--- src/rtl/hazard_pkg.sv ---
// -----------------------------------------------------------------------------
// hazard_pkg
//   Shared types and constants for the decode-stage hazard scoreboard.
//   REG_W     : register specifier width
//   NUM_REGS  : architectural register count (2**REG_W)
//   slot_t    : one tracked in-flight instruction {valid, dest, is_load}
//   SLOT_EMPTY: an invalid slot (bubble)
// -----------------------------------------------------------------------------
package hazard_pkg;

  localparam int REG_W    = 3;
  localparam int NUM_REGS = 2 ** REG_W;

  typedef struct packed {
    logic             valid;
    logic [REG_W-1:0] dest;
    logic             is_load;
  } slot_t;

  localparam slot_t SLOT_EMPTY = '{valid: 1'b0, dest: '0, is_load: 1'b0};

endpackage

--- src/rtl/hazard_slot_cmp.sv ---
// -----------------------------------------------------------------------------
// hazard_slot_cmp
//   Compares one in-flight slot against the two ID source specifiers.
//   Parameter LOAD_ONLY: when set, only a load in this slot can match
//   (used when forwarding covers every non-load producer).
// Ports:
//   slot  in  slot_t  tracked in-flight instruction
//   src1  in  REG_W   first ID source specifier
//   src2  in  REG_W   second ID source specifier
//   hit1  out 1       slot writes src1
//   hit2  out 1       slot writes src2
// -----------------------------------------------------------------------------
module hazard_slot_cmp
  import hazard_pkg::*;
#(
  parameter bit LOAD_ONLY = 1'b0
) (
  input  slot_t            slot,
  input  logic [REG_W-1:0] src1,
  input  logic [REG_W-1:0] src2,
  output logic             hit1,
  output logic             hit2
);

  logic live;

  // R0 is an ordinary register, so a zero specifier is compared like any other.
  assign live = slot.valid & (!LOAD_ONLY || slot.is_load);
  assign hit1 = live & (slot.dest == src1);
  assign hit2 = live & (slot.dest == src2);

endmodule

--- src/rtl/hazard_scoreboard.sv ---
// -----------------------------------------------------------------------------
// hazard_scoreboard
//   Decode-stage RAW hazard unit. Tracks destinations of in-flight
//   instructions (slot0=EX, slot1=MEM, ...) in a shift pipeline and raises
//   stall when an ID source depends on a write that has not reached WB.
//   WB is not tracked: the register file writes before it reads.
//
//   Build option: define HAZARD_FWD_EN when the datapath forwards EX/MEM and
//   MEM/WB results into EX. Then only a load in slot0 can stall (load-use,
//   at most one cycle). pending_mask still reports every valid slot.
//
//   Stall protocol: stall is combinational from the ID fields and slot state.
//   While stall=1 the pipeline holds PC and IF/ID and a bubble enters ID/EX;
//   the ID instruction is accepted (enters slot0) on the first edge where
//   stall=0 and flush=0. flush kills the ID instruction and overrides stall.
//
// Parameters:
//   DEPTH  number of tracked slots, 1..4
//   CNT_W  stall counter width
// Ports:
//   clk, rst        clock, asynchronous active-high reset
//   id_valid        ID holds a real instruction
//   id_rd1_en/2_en  source reads enabled
//   id_readReg1/2   source specifiers
//   id_wr_en        instruction writes id_writeReg
//   id_writeReg     destination specifier
//   id_is_load      instruction is a load
//   flush           kill the ID instruction this cycle
//   stall           hold PC and IF/ID, bubble ID/EX
//   ex_bubble       slot0 holds an injected bubble
//   pending_mask    bit r set when any valid slot targets register r
//   stall_count     saturating count of stalled cycles
// -----------------------------------------------------------------------------
module hazard_scoreboard
  import hazard_pkg::*;
#(
  parameter int DEPTH = 2,
  parameter int CNT_W = 16
) (
  input  logic                clk,
  input  logic                rst,
  input  logic                id_valid,
  input  logic                id_rd1_en,
  input  logic                id_rd2_en,
  input  logic [REG_W-1:0]    id_readReg1,
  input  logic [REG_W-1:0]    id_readReg2,
  input  logic                id_wr_en,
  input  logic [REG_W-1:0]    id_writeReg,
  input  logic                id_is_load,
  input  logic                flush,
  output logic                stall,
  output logic                ex_bubble,
  output logic [NUM_REGS-1:0] pending_mask,
  output logic [CNT_W-1:0]    stall_count
);

  if (DEPTH < 1 || DEPTH > 4) begin : g_bad_depth
    $error("hazard_scoreboard: DEPTH must be in 1..4");
  end

`ifdef HAZARD_FWD_EN
  // Forwarding resolves everything except a load still in EX.
  localparam bit               LOAD_ONLY = 1'b1;
  localparam logic [DEPTH-1:0] CMP_MASK  = DEPTH'(1);
`else
  localparam bit               LOAD_ONLY = 1'b0;
  localparam logic [DEPTH-1:0] CMP_MASK  = {DEPTH{1'b1}};
`endif

  slot_t            slots [DEPTH];
  slot_t            new_slot;
  logic [DEPTH-1:0] hit1;
  logic [DEPTH-1:0] hit2;
  logic             match1;
  logic             match2;
  logic             raw;
  logic             issue;

  for (genvar i = 0; i < DEPTH; i++) begin : g_cmp
    hazard_slot_cmp #(
      .LOAD_ONLY (LOAD_ONLY)
    ) u_cmp (
      .slot (slots[i]),
      .src1 (id_readReg1),
      .src2 (id_readReg2),
      .hit1 (hit1[i]),
      .hit2 (hit2[i])
    );
  end

  // Only slots already in flight are compared, so an instruction never
  // matches its own destination (ADD R1,R1,R1 is not a self-hazard).
  assign match1 = |(hit1 & CMP_MASK);
  assign match2 = |(hit2 & CMP_MASK);
  assign raw    = id_valid & ((id_rd1_en & match1) | (id_rd2_en & match2));
  assign stall  = raw & ~flush;
  assign issue  = id_valid & id_wr_en & ~stall & ~flush;

  always_comb begin
    new_slot = SLOT_EMPTY;
    if (issue) begin
      new_slot.valid   = 1'b1;
      new_slot.dest    = id_writeReg;
      new_slot.is_load = id_is_load;
    end
  end

  always_comb begin
    pending_mask = '0;
    for (int i = 0; i < DEPTH; i++) begin
      if (slots[i].valid) begin
        pending_mask[slots[i].dest] = 1'b1;
      end
    end
  end

  always_ff @(posedge clk or posedge rst) begin
    if (rst) begin
      for (int i = 0; i < DEPTH; i++) begin
        slots[i] <= SLOT_EMPTY;
      end
    end else begin
      slots[0] <= new_slot;
      for (int i = 1; i < DEPTH; i++) begin
        slots[i] <= slots[i-1];
      end
    end
  end

  always_ff @(posedge clk or posedge rst) begin
    if (rst) begin
      ex_bubble   <= 1'b0;
      stall_count <= '0;
    end else begin
      ex_bubble <= stall;
      // Saturate rather than wrap so long runs stay visibly large.
      if (stall && (stall_count != {CNT_W{1'b1}})) begin
        stall_count <= stall_count + CNT_W'(1);
      end
    end
  end

endmodule

--- config.mk ---
export PLATFORM = sky130hd
export DESIGN_NAME = hazard_scoreboard
export DESIGN_NICKNAME = d
export VERILOG_FILES = /design/src/rtl/hazard_pkg.sv /design/src/rtl/hazard_slot_cmp.sv /design/src/rtl/hazard_scoreboard.sv
export SDC_FILE = /design/constraint.sdc
export NUM_CORES = 1
export LEC_CHECK = 0
export CELL_PAD_IN_SITES_DETAIL_PLACEMENT = 1
export CELL_PAD_IN_SITES_GLOBAL_PLACEMENT = 1
export CORE_ASPECT_RATIO = 1.75
export CORE_MARGIN = 4
export CORE_UTILIZATION = 35
export DETAILED_ROUTE_END_ITERATION = 16
export PLACE_DENSITY_LB_ADDON = 0.1
export SETUP_SLACK_MARGIN = 0.02
export SLEW_MARGIN = 20
export SYNTH_ARGS = -nofsm -noshare
export SYNTH_HDL_FRONTEND = slang
export SYNTH_SLANG_ARGS = --single-unit
--- constraint.sdc ---
create_clock -name clk -period 2.3 [get_ports clk]
set_input_delay 0.23 -clock clk [delete_from_list [all_inputs] [get_ports clk]]
set_output_delay 0.23 -clock clk [all_outputs]
set_load 0.005 [all_outputs]
==> run_summary.xml <==
<?xml version="1.0" encoding="UTF-8"?>
<metrics>
  <group name="worst_hold_path">
    <metric name="hp-class" unit="">in2async</metric>
  </group>
  <group name="clock_network">
    <metric name="clk-insertion-delay-late" unit="ns">0.26</metric>
    <metric name="clock_tree_from_tritoncts" unit="">built</metric>
    <metric name="number_of_hold_buffers_added_after_cts" unit="">0</metric>
    <metric name="clock_h_tree_levels" unit="">1</metric>
    <metric name="largest_buffer_count_on_any_clock_path" unit="">2</metric>
    <metric name="clk_transition_reported_paths" unit="ns">0.08</metric>
    <metric name="cts_root_buffer" unit="">sky130_fd_sc_hd__clkbuf_8</metric>
    <metric name="tritoncts.num_buffers" unit="">3</metric>
    <metric name="clock-sinks" unit="">25</metric>
  </group>
  <group name="floorplan">
    <metric name="boundaryPins" unit="">43</metric>
    <metric name="placement_rows" unit="">30</metric>
    <metric name="overall_die_area" unit="µm²">5140</metric>
    <metric name="initial_utilization" unit="%">36.4</metric>
    <metric name="die_h" unit="µm">91.9</metric>
    <metric name="die_w" unit="µm">55.9</metric>
    <metric name="coreArea" unit="µm²">3870</metric>
  </group>
  <group name="synthesis">
    <metric name="ys.warnings.count" unit="">0</metric>
    <metric name="post_syn_instances" unit="">127</metric>
    <metric name="synth.cell_area" unit="µm²">1410</metric>
    <metric name="synth_area_leader_cell" unit="">sky130_fd_sc_hd__dfrtp_1</metric>
    <metric name="synth.top_cells.by_area" unit="">sky130_fd_sc_hd__dfrtp_1 (44%), sky130_fd_sc_hd__xnor2_1 (15%), sky130_fd_sc_hd__buf_6 (3.2%)</metric>
    <metric name="yosysUniqueCellTypes" unit="">32</metric>
    <metric name="syn-num-nets" unit="">145</metric>
    <metric name="mean_post_synth_cell_area" unit="µm²">11.1</metric>
    <metric name="ys_seq_elements" unit="">25</metric>
    <metric name="yosysSeqAreaShare" unit="%">44.5</metric>
    <metric name="synth_largest_type_area_fraction" unit="%">44.5</metric>
  </group>
  <group name="routing">
    <metric name="drt_pre_antenna_iters" unit="">4</metric>
    <metric name="route.detailed.vias_per_inst" unit="">5.44</metric>
    <metric name="drc" unit="">0</metric>
    <metric name="wire_per_inst" unit="µm">18.3</metric>
    <metric name="drtIter0Drc" unit="">27</metric>
    <metric name="ant_nets" unit="">0</metric>
    <metric name="total_routed_length" unit="mm">4.18</metric>
    <metric name="dr_total_vias" unit="">1241</metric>
  </group>
  <group name="placed_design">
    <metric name="port_buffers" unit="">41</metric>
    <metric name="detailed_place_hpwl" unit="mm">3.11</metric>
    <metric name="placed_area" unit="µm²">1880</metric>
    <metric name="post-place-cells" unit="">218</metric>
    <metric name="place.gp.congestion" unit="">0.907</metric>
  </group>
  <group name="timing">
    <metric name="hold_violations" unit="">0</metric>
    <metric name="max_freq" unit="MHz">452</metric>
    <metric name="fin_setup_tns" unit="ns">0</metric>
    <metric name="finalClockSkew" unit="ns">0.00244</metric>
    <metric name="holdWs" unit="ns">0.321</metric>
    <metric name="finalMaxSlewViolations" unit="">0</metric>
    <metric name="worstMarginPinSlew" unit="ns">0.422</metric>
    <metric name="worst_slew_margin_relative_to_its_limit" unit="%">71.7</metric>
    <metric name="layout_worst_path_cycle_share" unit="%">96.3</metric>
    <metric name="unrepaired_setup_endpoints_after_global_routing" unit="">false</metric>
    <metric name="min_period" unit="ns">2.21</metric>
    <metric name="setup_viol_count_final" unit="">0</metric>
  </group>
  <group name="setup_path">
    <metric name="reg2reg_depth" unit="">7</metric>
    <metric name="r2r_setup_slack" unit="ns">0.22</metric>
    <metric name="r2r_start" unit="">stall_count[0]</metric>
    <metric name="critPathRequiredTime" unit="ns">2.07</metric>
    <metric name="worstSetupEndpoint" unit="">pending_mask[4]</metric>
    <metric name="critPathMaxFanout" unit="">4</metric>
    <metric name="cp.arrival" unit="ns">1.98</metric>
    <metric name="critical_path_source" unit="">slots[7]</metric>
    <metric name="start_kind" unit="">flip-flop</metric>
    <metric name="category_of_the_most_critical_setup_path" unit="">reg2out</metric>
    <metric name="critical_path.reg2reg.endpoint" unit="">stall_count[1]</metric>
    <metric name="critPathCaptureType" unit="">output pin</metric>
  </group>
  <group name="global_route">
    <metric name="grt.total_usage" unit="%">16.3</metric>
    <metric name="number_of_global_route_vias_before_repair" unit="">1379</metric>
    <metric name="grt_pass1_wl" unit="mm">6.67</metric>
    <metric name="antenna_violations_before_repair" unit="">0</metric>
    <metric name="overflow" unit="">0</metric>
    <metric name="grt_start_max_net_pins" unit="">26</metric>
  </group>
  <group name="power_and_ir_drop">
    <metric name="cellLeakagePower" unit="µW">0.000826</metric>
    <metric name="internal-power" unit="µW">650</metric>
    <metric name="report.power.total" unit="µW">857</metric>
    <metric name="pwr_density_cell" unit="nW/µm²">424</metric>
    <metric name="sw_frac_of_total" unit="%">24.2</metric>
    <metric name="pwr-share-clk" unit="%">29.9</metric>
    <metric name="p_comb_share" unit="%">14.6</metric>
    <metric name="power.switching" unit="µW">207</metric>
    <metric name="peakVddDrop" unit="mV">0.292</metric>
    <metric name="p_seq_share" unit="%">55.4</metric>
  </group>
  <group name="cells_and_area">
    <metric name="fillerInstances" unit="">444</metric>
    <metric name="drive_above_1_share" unit="%">23.3</metric>
    <metric name="n_antenna_cell" unit="">0</metric>
    <metric name="final_cell_count_no_fill" unit="">228</metric>
    <metric name="fin_nets" unit="">199</metric>
    <metric name="fin_area" unit="µm²">2020</metric>
    <metric name="multiInputGateArea" unit="µm²">769</metric>
    <metric name="area_growth_syn_to_layout" unit="%">43.8</metric>
    <metric name="seq_area" unit="µm²">632</metric>
  </group>
  <group name="flow_run">
    <metric name="max-cap-violations" unit="">0</metric>
  </group>
  <group name="outcome">
    <metric name="outcome" unit="">finished clean</metric>
  </group>
</metrics>
[flip-flops by register name, summed over array words and instances (netlist names)]
name	cells
slots	8
ex_bubble	1
stall_count	16
[cells in the mapped netlist]
cell	instances
sky130_fd_sc_hd__a22oi_1	1
sky130_fd_sc_hd__and2_1	1
sky130_fd_sc_hd__and4_1	4
sky130_fd_sc_hd__nand2_1	11
sky130_fd_sc_hd__nand4_1	4
sky130_fd_sc_hd__or2b_1	1
sky130_fd_sc_hd__o211ai_1	5
sky130_fd_sc_hd__a221oi_2	2
sky130_fd_sc_hd__and4_4	1
sky130_fd_sc_hd__o2111ai_1	3
sky130_fd_sc_hd__mux2_2	3
sky130_fd_sc_hd__inv_1	1
sky130_fd_sc_hd__and4_2	1
sky130_fd_sc_hd__buf_6	4
sky130_fd_sc_hd__and2b_2	1
sky130_fd_sc_hd__o32ai_1	2
sky130_fd_sc_hd__nor2_1	3
sky130_fd_sc_hd__and3_1	1
sky130_fd_sc_hd__o2111ai_2	2
sky130_fd_sc_hd__xnor2_1	24
sky130_fd_sc_hd__o21ai_0	3
sky130_fd_sc_hd__o22ai_1	6
sky130_fd_sc_hd__o21ai_1	1
sky130_fd_sc_hd__ha_1	1
sky130_fd_sc_hd__a21oi_1	2
sky130_fd_sc_hd__nor3_1	1
sky130_fd_sc_hd__or2_2	2
sky130_fd_sc_hd__dfrtp_1	25
sky130_fd_sc_hd__xnor2_2	1
sky130_fd_sc_hd__nand3_1	2
sky130_fd_sc_hd__nand2b_1	6
sky130_fd_sc_hd__and3_2	2
[metal layers]
layer  global-route usage (%)  wire (µm)  up-vias
li1                         -          -      574
met1                     15.9       1520      622
met2                     32.3       2400       39
met3                     3.52        189        6
met4                     6.14         65        0
met5                        0          0        -
[logic make-up (layout without fill, tap and decap cells)]
family,after synthesis,after routing,synth area share (%)
AO/OA/AOI/OAI,27,27,15.4
XOR/XNOR,25,25,16.1
adder cells (fa/ha/maj),1,1,0.890
buffers and inverters,5,58,3.47
flip-flops,25,25,44.5
multiplexers,3,3,2.40
AND/OR/NAND/NOR,41,41,17.3
[cell usage in the layout (no fill, tap or decap), drive strengths merged, types with 5 or more instances in the layout]
cell type,instances
nand2b,6
nand2,11
clkdlybuf4s50,37
and4,6
o2111ai,5
o211ai,5
dfrtp,25
xnor2,25
buf,12
o22ai,6
[power groups by stage]
| stage | combinational [µW] | sequential (µW) | clock (µW) |
|---|---|---|---|
| floorplan | 51.1 | 479 | 0 |
| global placement | 111 | 484 | 0 |
| detailed placement | 117 | 485 | 0 |
| CTS | 119 | 476 | 273 |
| global route | 138 | 478 | 286 |
| finish | 125 | 475 | 257 |
[through the flow]
stage	util [%]	setup slack (ns)
finish	52.3	0.0862
CTS	50.0	0.0315
global placement	48.5	0.118
global route	52.3	0.0391
detailed placement	48.5	0.0646
floorplan	-	0.547
[worst min path at each step]
stage / startpoint / cells after the start / endpoint / slack, ns
2_1_floorplan: rst / 1 / ex_bubble / 0.26
3_3_place_gp: slots[9] / 0 / slots[4] / 0.48
3_5_place_dp: stall_count[9] / 1 / stall_count[9] / 0.48
4_1_cts: rst / 3 / stall_count[0] / 0.33
5_1_grt: rst / 3 / slots[3] / 0.36
6_report: rst / 3 / slots[3] / 0.32
[timing repair]
| item | in CTS | in global routing |
|---|---|---|
| gates resized for setup | 5 | 10 |
| buffers inserted | 0 | 6 |
| gates cloned | 0 | 0 |
| setup endpoints to repair | 1 | 1 |
| pin swaps | 0 | 6 |
[critical path: stages, from the launching register on]
cell                              delay (ns)
sky130_fd_sc_hd__dfrtp_2                0.47
sky130_fd_sc_hd__buf_4                  0.16
sky130_fd_sc_hd__buf_4                  0.13
sky130_fd_sc_hd__or2b_1                 0.24
sky130_fd_sc_hd__o22ai_1                0.17
sky130_fd_sc_hd__clkdlybuf4s50_1        0.54
[layout make-up]
type,count,share of cell area [%]
Timing Repair Buffer,53,25.2
Tap cell,48,2.97
Clock buffer,3,2.04
Clock inverter,1,0.248
Inverter,1,0.186
Multi-Input combinational cell,97,38.1
Sequential cell,25,31.2
(Power assumes the default switching activity.)
==> patch 1, RTL diff (same settings) <==
`DEPTH`: 2 -> 4.
--- a/src/rtl/hazard_scoreboard.sv
+++ b/src/rtl/hazard_scoreboard.sv
@@ -35,5 +35,5 @@
   import hazard_pkg::*;
 #(
-  parameter int DEPTH = 2,
+  parameter int DEPTH = 4,
   parameter int CNT_W = 16
 ) (
Function: changed (a bounded check fails within 4 cycles, from zero or initial values and one cycle with rst high).
==> patch 1 against the unedited design <==
  * Cell area rose by 40%
  * Total power increased by 54%
  * Synthesized area grew 41%
  * Highest routed layer unchanged
  * Hold slack improved by 0.025 ns
  * Global-route usage rose by 2.1 points
  * Largest cell class unchanged
  * Clock skew is 0.0069 ns higher
  * Sequential cell count is 8 higher
  * Setup slack got worse by 0.0039 ns
  * Non-clock buffer count is 24 higher
  * Wire length rose by 47%
==> patch 1: results (changes against the unedited design) <==
stage,metric,value,unit,change
timing,hold_slack,0.3456,ns,+0.02473 ns
power_and_ir_drop,leakagePower,0.001288,uW,+56%
worst_setup_path,reg2reg_depth,8,,+1
grt,grt_max_degree,34,,+31%
drt,drt_wl_total,6136,um,+47%
placement,gp_congestion,0.8239,,-9.1%
grt,grt_use_total,0.1839,,+0.02058
clock_network,cts_buffers,5,,+2
power_and_ir_drop,clkPwrFrac,0.324,,+0.025
synthesis,synth_common_cells,"dfrtp_1, xnor2_1, nand4_1, xor2_1, nand2_1",,
grt,grt_use_met1,0.1638,,+0.004360
timing,clock_skew,0.009350,ns,+0.006913 ns
worst_setup_path,timing.rr.start,slots[13]$_DFF_PP0_,,
placement,post_dp_cell_area,2541,sq um,+35%
clock_network,clk_latency,0.28,ns,+0.02 ns
final_layout,nets,283,,+42%
clock_network,cts-htree-levels,2,,+1
worst_setup_path,reg2reg_to,stall_count[8]$_DFFE_PP0P_,,
power_and_ir_drop,pwr_density_cell,466.9,nW/um^2,+10%
placement,preCtsSetupSlack,-0.2247,ns,-0.2892 ns
drt,via_count,1790,,+44%
status,outcome,"complete, no violations",,
grt,grt_pass1_vias,2014,,+46%
timing,worst_pin_slew,0.5686,ns,+0.1467 ns
grt,use_met2,0.3817,,+0.05856
worst_setup_path,crit_start,slots[2]$_DFF_PP0_,,
grt,grt_util_met3,0.02299,,-0.01222
timing,fmax,450.9,MHz,-0.17%
power_and_ir_drop,swShare,0.2732,,+0.03151
-- patch 1: cell count changes in the layout (fill, tap and decap cells not counted), sizes merged, moves of 6 or more --
| cell | delta |
|---|---|
| inv | +7 |
| nand4 | +15 |
| a2111oi | +9 |
| xor2 | +14 |
| o22ai | -6 |
| buf | +24 |
| nor2b | +7 |
| dlygate4sd2 | +6 |
| and4 | -6 |
| dfrtp | +8 |
-- patch 1: cells by family after synthesis --
family | after synthesis | share of synthesized area
compound gates | 29 | 0.1350
xor+xnor | 39 | 0.1722
fa+ha+maj | 1 | 0.006308
buf+inv | 27 | 0.06435
flops | 33 | 0.4164
mux | 1 | 0.005678
simple gates | 70 | 0.2000
-- patch 1: stage by stage --
step           instances  setup TNS, ns
2_1_floorplan        200              0
3_5_place_dp         318        -0.5561
6_report             342              0
3_3_place_gp         318        -0.1358
4_1_cts              337              0
5_1_grt              342              0
-- patch 1: layout make-up --
| class | count | area (sq um) |
|---|---|---|
| clock inverters | 2 | 10.01 |
| fillers | 633 | 2716 |
| repair buffers | 77 | 678.2 |
| flip-flops and latches | 33 | 834.6 |
| multi-input cells | 140 | 1104 |
| clock buffers | 6 | 72.57 |
| well taps | 76 | 95.09 |
| inverters | 8 | 30.03 |
-- patch 1: metal layers --
metal,up-vias,wire length (um),part of all wire
li1,837,-,-
met1,901,2052,0.33
met2,40,3776,0.62
met3,12,163,0.027
met4,0,143,0.023
met5,-,0,0
-- patch 1: worst max-delay path: cells and delay by family, from the launching register on --
family        cells  cell delay (ns)
buf+inv           3             0.81
flops             1             0.42
simple gates      3             0.47
-- patch 1: what timing repair did --
action,in CTS,in global routing
setup endpoints to repair,9,5
buffers inserted,11,5
gates resized for setup,12,16
pin swaps,4,11
==> patch 2, RTL diff (config.mk and constraints unchanged) <==
Without the edit above. Put one more register stage on the output `stall_count`, without a reset. The value now appears one clock later. The other outputs are not delayed to match. Comments in the files are not updated.
--- a/src/rtl/hazard_scoreboard.sv
+++ b/src/rtl/hazard_scoreboard.sv
@@ -54,4 +54,6 @@
   output logic [CNT_W-1:0]    stall_count
 );
+
+  logic [CNT_W-1:0] stall_count_s0;
 
   if (DEPTH < 1 || DEPTH > 4) begin : g_bad_depth
@@ -131,14 +133,18 @@
     if (rst) begin
       ex_bubble   <= 1'b0;
-      stall_count <= '0;
+      stall_count_s0 <= '0;
     end else begin
       ex_bubble <= stall;
       // Saturate rather than wrap so long runs stay visibly large.
-      if (stall && (stall_count != {CNT_W{1'b1}})) begin
-        stall_count <= stall_count + CNT_W'(1);
+      if (stall && (stall_count_s0 != {CNT_W{1'b1}})) begin
+        stall_count_s0 <= stall_count_s0 + CNT_W'(1);
       end
     end
   end
 
+  always_ff @(posedge clk) begin
+    stall_count <= stall_count_s0;
+  end
+
 endmodule
 
Formal check against the unedited RTL: not equivalent (Yosys sat finds a counterexample within 4 cycles, from zero or initial values and one cycle with rst high).
==> patch 2 against the unedited design <==
  * Combinational power hardly changed
  * Setup slack better by 0.046 ns
  * Synthesized area is 31% higher
  * Wire length is 12% higher
  * Cell area is 20% higher
  * Total power is 62% higher
  * Sequential cell count is 16 higher
  * Synthesized cell count is 22% higher
==> patch 2: results (changes against the unedited design) <==
stage,metric,value,unit,change
final_layout,regArea,952.2,sq um,+51%
grt,grt_max_degree,26,,unchanged
status,outcome,"complete, no violations",,
grt,grt_use_met1,0.1392,,-0.02018
worst_setup_path,timing.rr.start,stall_count_s0[0]$_DFFE_PP0P_,,
synthesis,synth_area,1844,sq um,+31%
synthesis,avgSynthCellArea,11.90,sq um,+7.4%
synthesis,synth_common_cells,"dfrtp_1, xnor2_1, dfxtp_1, o2111ai_1, nand2_1",,
grt,grt_pass1_vias,1559,,+13%
drt,wl_met2,2768,um,+15%
final_layout,n_all_buffers,48,,-9.4%
clock_network,cts-htree-levels,2,,+1
synthesis,ys_async_sr_fraction,0.6098,,-0.3902
grt,grt_use_total,0.1545,,-0.008830
final_layout,drive_above_1_share,0.1576,,-0.07570
final_layout,fillers,556,,+25%
clock_network,post_cts_resized,2,,-3
synthesis,ys_ff_latch,41,,+64%
clock_network,clk_latency,0.29,ns,+0.03 ns
final_layout,multi_input_gates,105,,+8.2%
drt,vias_per_cell,5.397,,-0.85%
final_layout,nets,220,,+11%
drt,via_count,1387,,+12%
worst_setup_path,crit_fanout,5,,+1
clock_network,cts_buffers,5,,+2
power_and_ir_drop,pwr_density_cell,573.1,nW/um^2,+35%
timing,worst_pin_slew,0.3683,ns,-0.05359 ns
drt,routedWlPerCell,18.21,um,-0.70%
final_layout,final-clk-cell-share,0.04171,,+0.01881
drt,first_iter_violations,51,,+89%
synthesis,synth_cell_types,36,,+13%
synthesis,synth_nets,173,,+19%
power_and_ir_drop,peakVddDrop,0.4379,mV,+50%
timing,clock_skew,0.006289,ns,+0.003852 ns
grt,grt_pass1_wl,7866,um,+18%
synthesis,synth_area_leaders,"dfrtp_1, dfxtp_1, xnor2_1",,
final_layout,reg_top3,"stall_count: 16 flops, stall_count_s0: 16 flops, slots: 8 flops",,
final_layout,multi_input_area,837.1,sq um,+8.8%
grt,use_met2,0.3001,,-0.02305
synthesis,ys_seq_area_frac,0.5129,,+0.06805
placement,gp_congestion,0.7800,,-14%
placement,dp.cells,248,,+14%
grt,grt_util_met3,0.04000,,+0.004789
power_and_ir_drop,leakagePower,0.0009631,uW,+17%
worst_setup_path,crit_start,slots[6]$_DFF_PP0_,,
-- patch 2: changes by cell type in the layout (fill, tap and decap cells not counted), moves of 3 or more --
cell	change
clkbuf_8	+4
dfxtp_1	+16
buf_4	-5
and3_1	+6
and2_1	+4
nand2_1	-3
mux2_2	-3
o2111ai_1	+6
o21ai_0	-3
-- patch 2: kinds of logic after synthesis --
family,after synthesis,synth area share
buffers and inverters,9,0.04545
AOI/OAI and AO/OA,30,0.1398
adders and majority gates,1,0.006783
muxes,2,0.01221
DFF,41,0.5129
and+or+nand+nor,46,0.1513
xor gates and xnor gates,26,0.1316
-- patch 2: power by group --
part | internal [uW] | leakage, uW | switching, uW
clock network | 271 | 0.0000542 | 231
registers | 740 | 0.000467 | 25.2
logic | 75.7 | 0.000442 | 49.5
-- patch 2: worst paths after layout --
kind,end,slack [ns],cells after the start
worst max-delay path,pending_mask[0],0.13,4
worst min-delay path,stall_count_s0[1]$_DFFE_PP0P_,0.30,3
worst max register to register,stall_count_s0[14]$_DFFE_PP0P_,0.42,6
worst min register to register,stall_count[10]$_DFF_P_,0.43,0
max in group asynchronous,slots[2]$_DFF_PP0_,1.74,3
min in group clk,stall_count[10]$_DFF_P_,0.43,0
-- patch 2: per-stage QoR --
| step | hold slack, ns | setup WS, ns |
|---|---|---|
| 5_1_grt | 0.3457 | 0.05687 |
| 3_5_place_dp | 0.4120 | 0.08545 |
| 3_3_place_gp | 0.4147 | 0.1459 |
| 6_report | 0.2968 | 0.1318 |
| 4_1_cts | 0.3123 | 0.02212 |
| 2_1_floorplan | 0.2573 | 0.6028 |
-- patch 2: tightest hold or removal path, cell delays in order --
cell and delay (ns):
clkdlybuf4s50_1 0.40, inv_1 0.05, buf_4 0.31
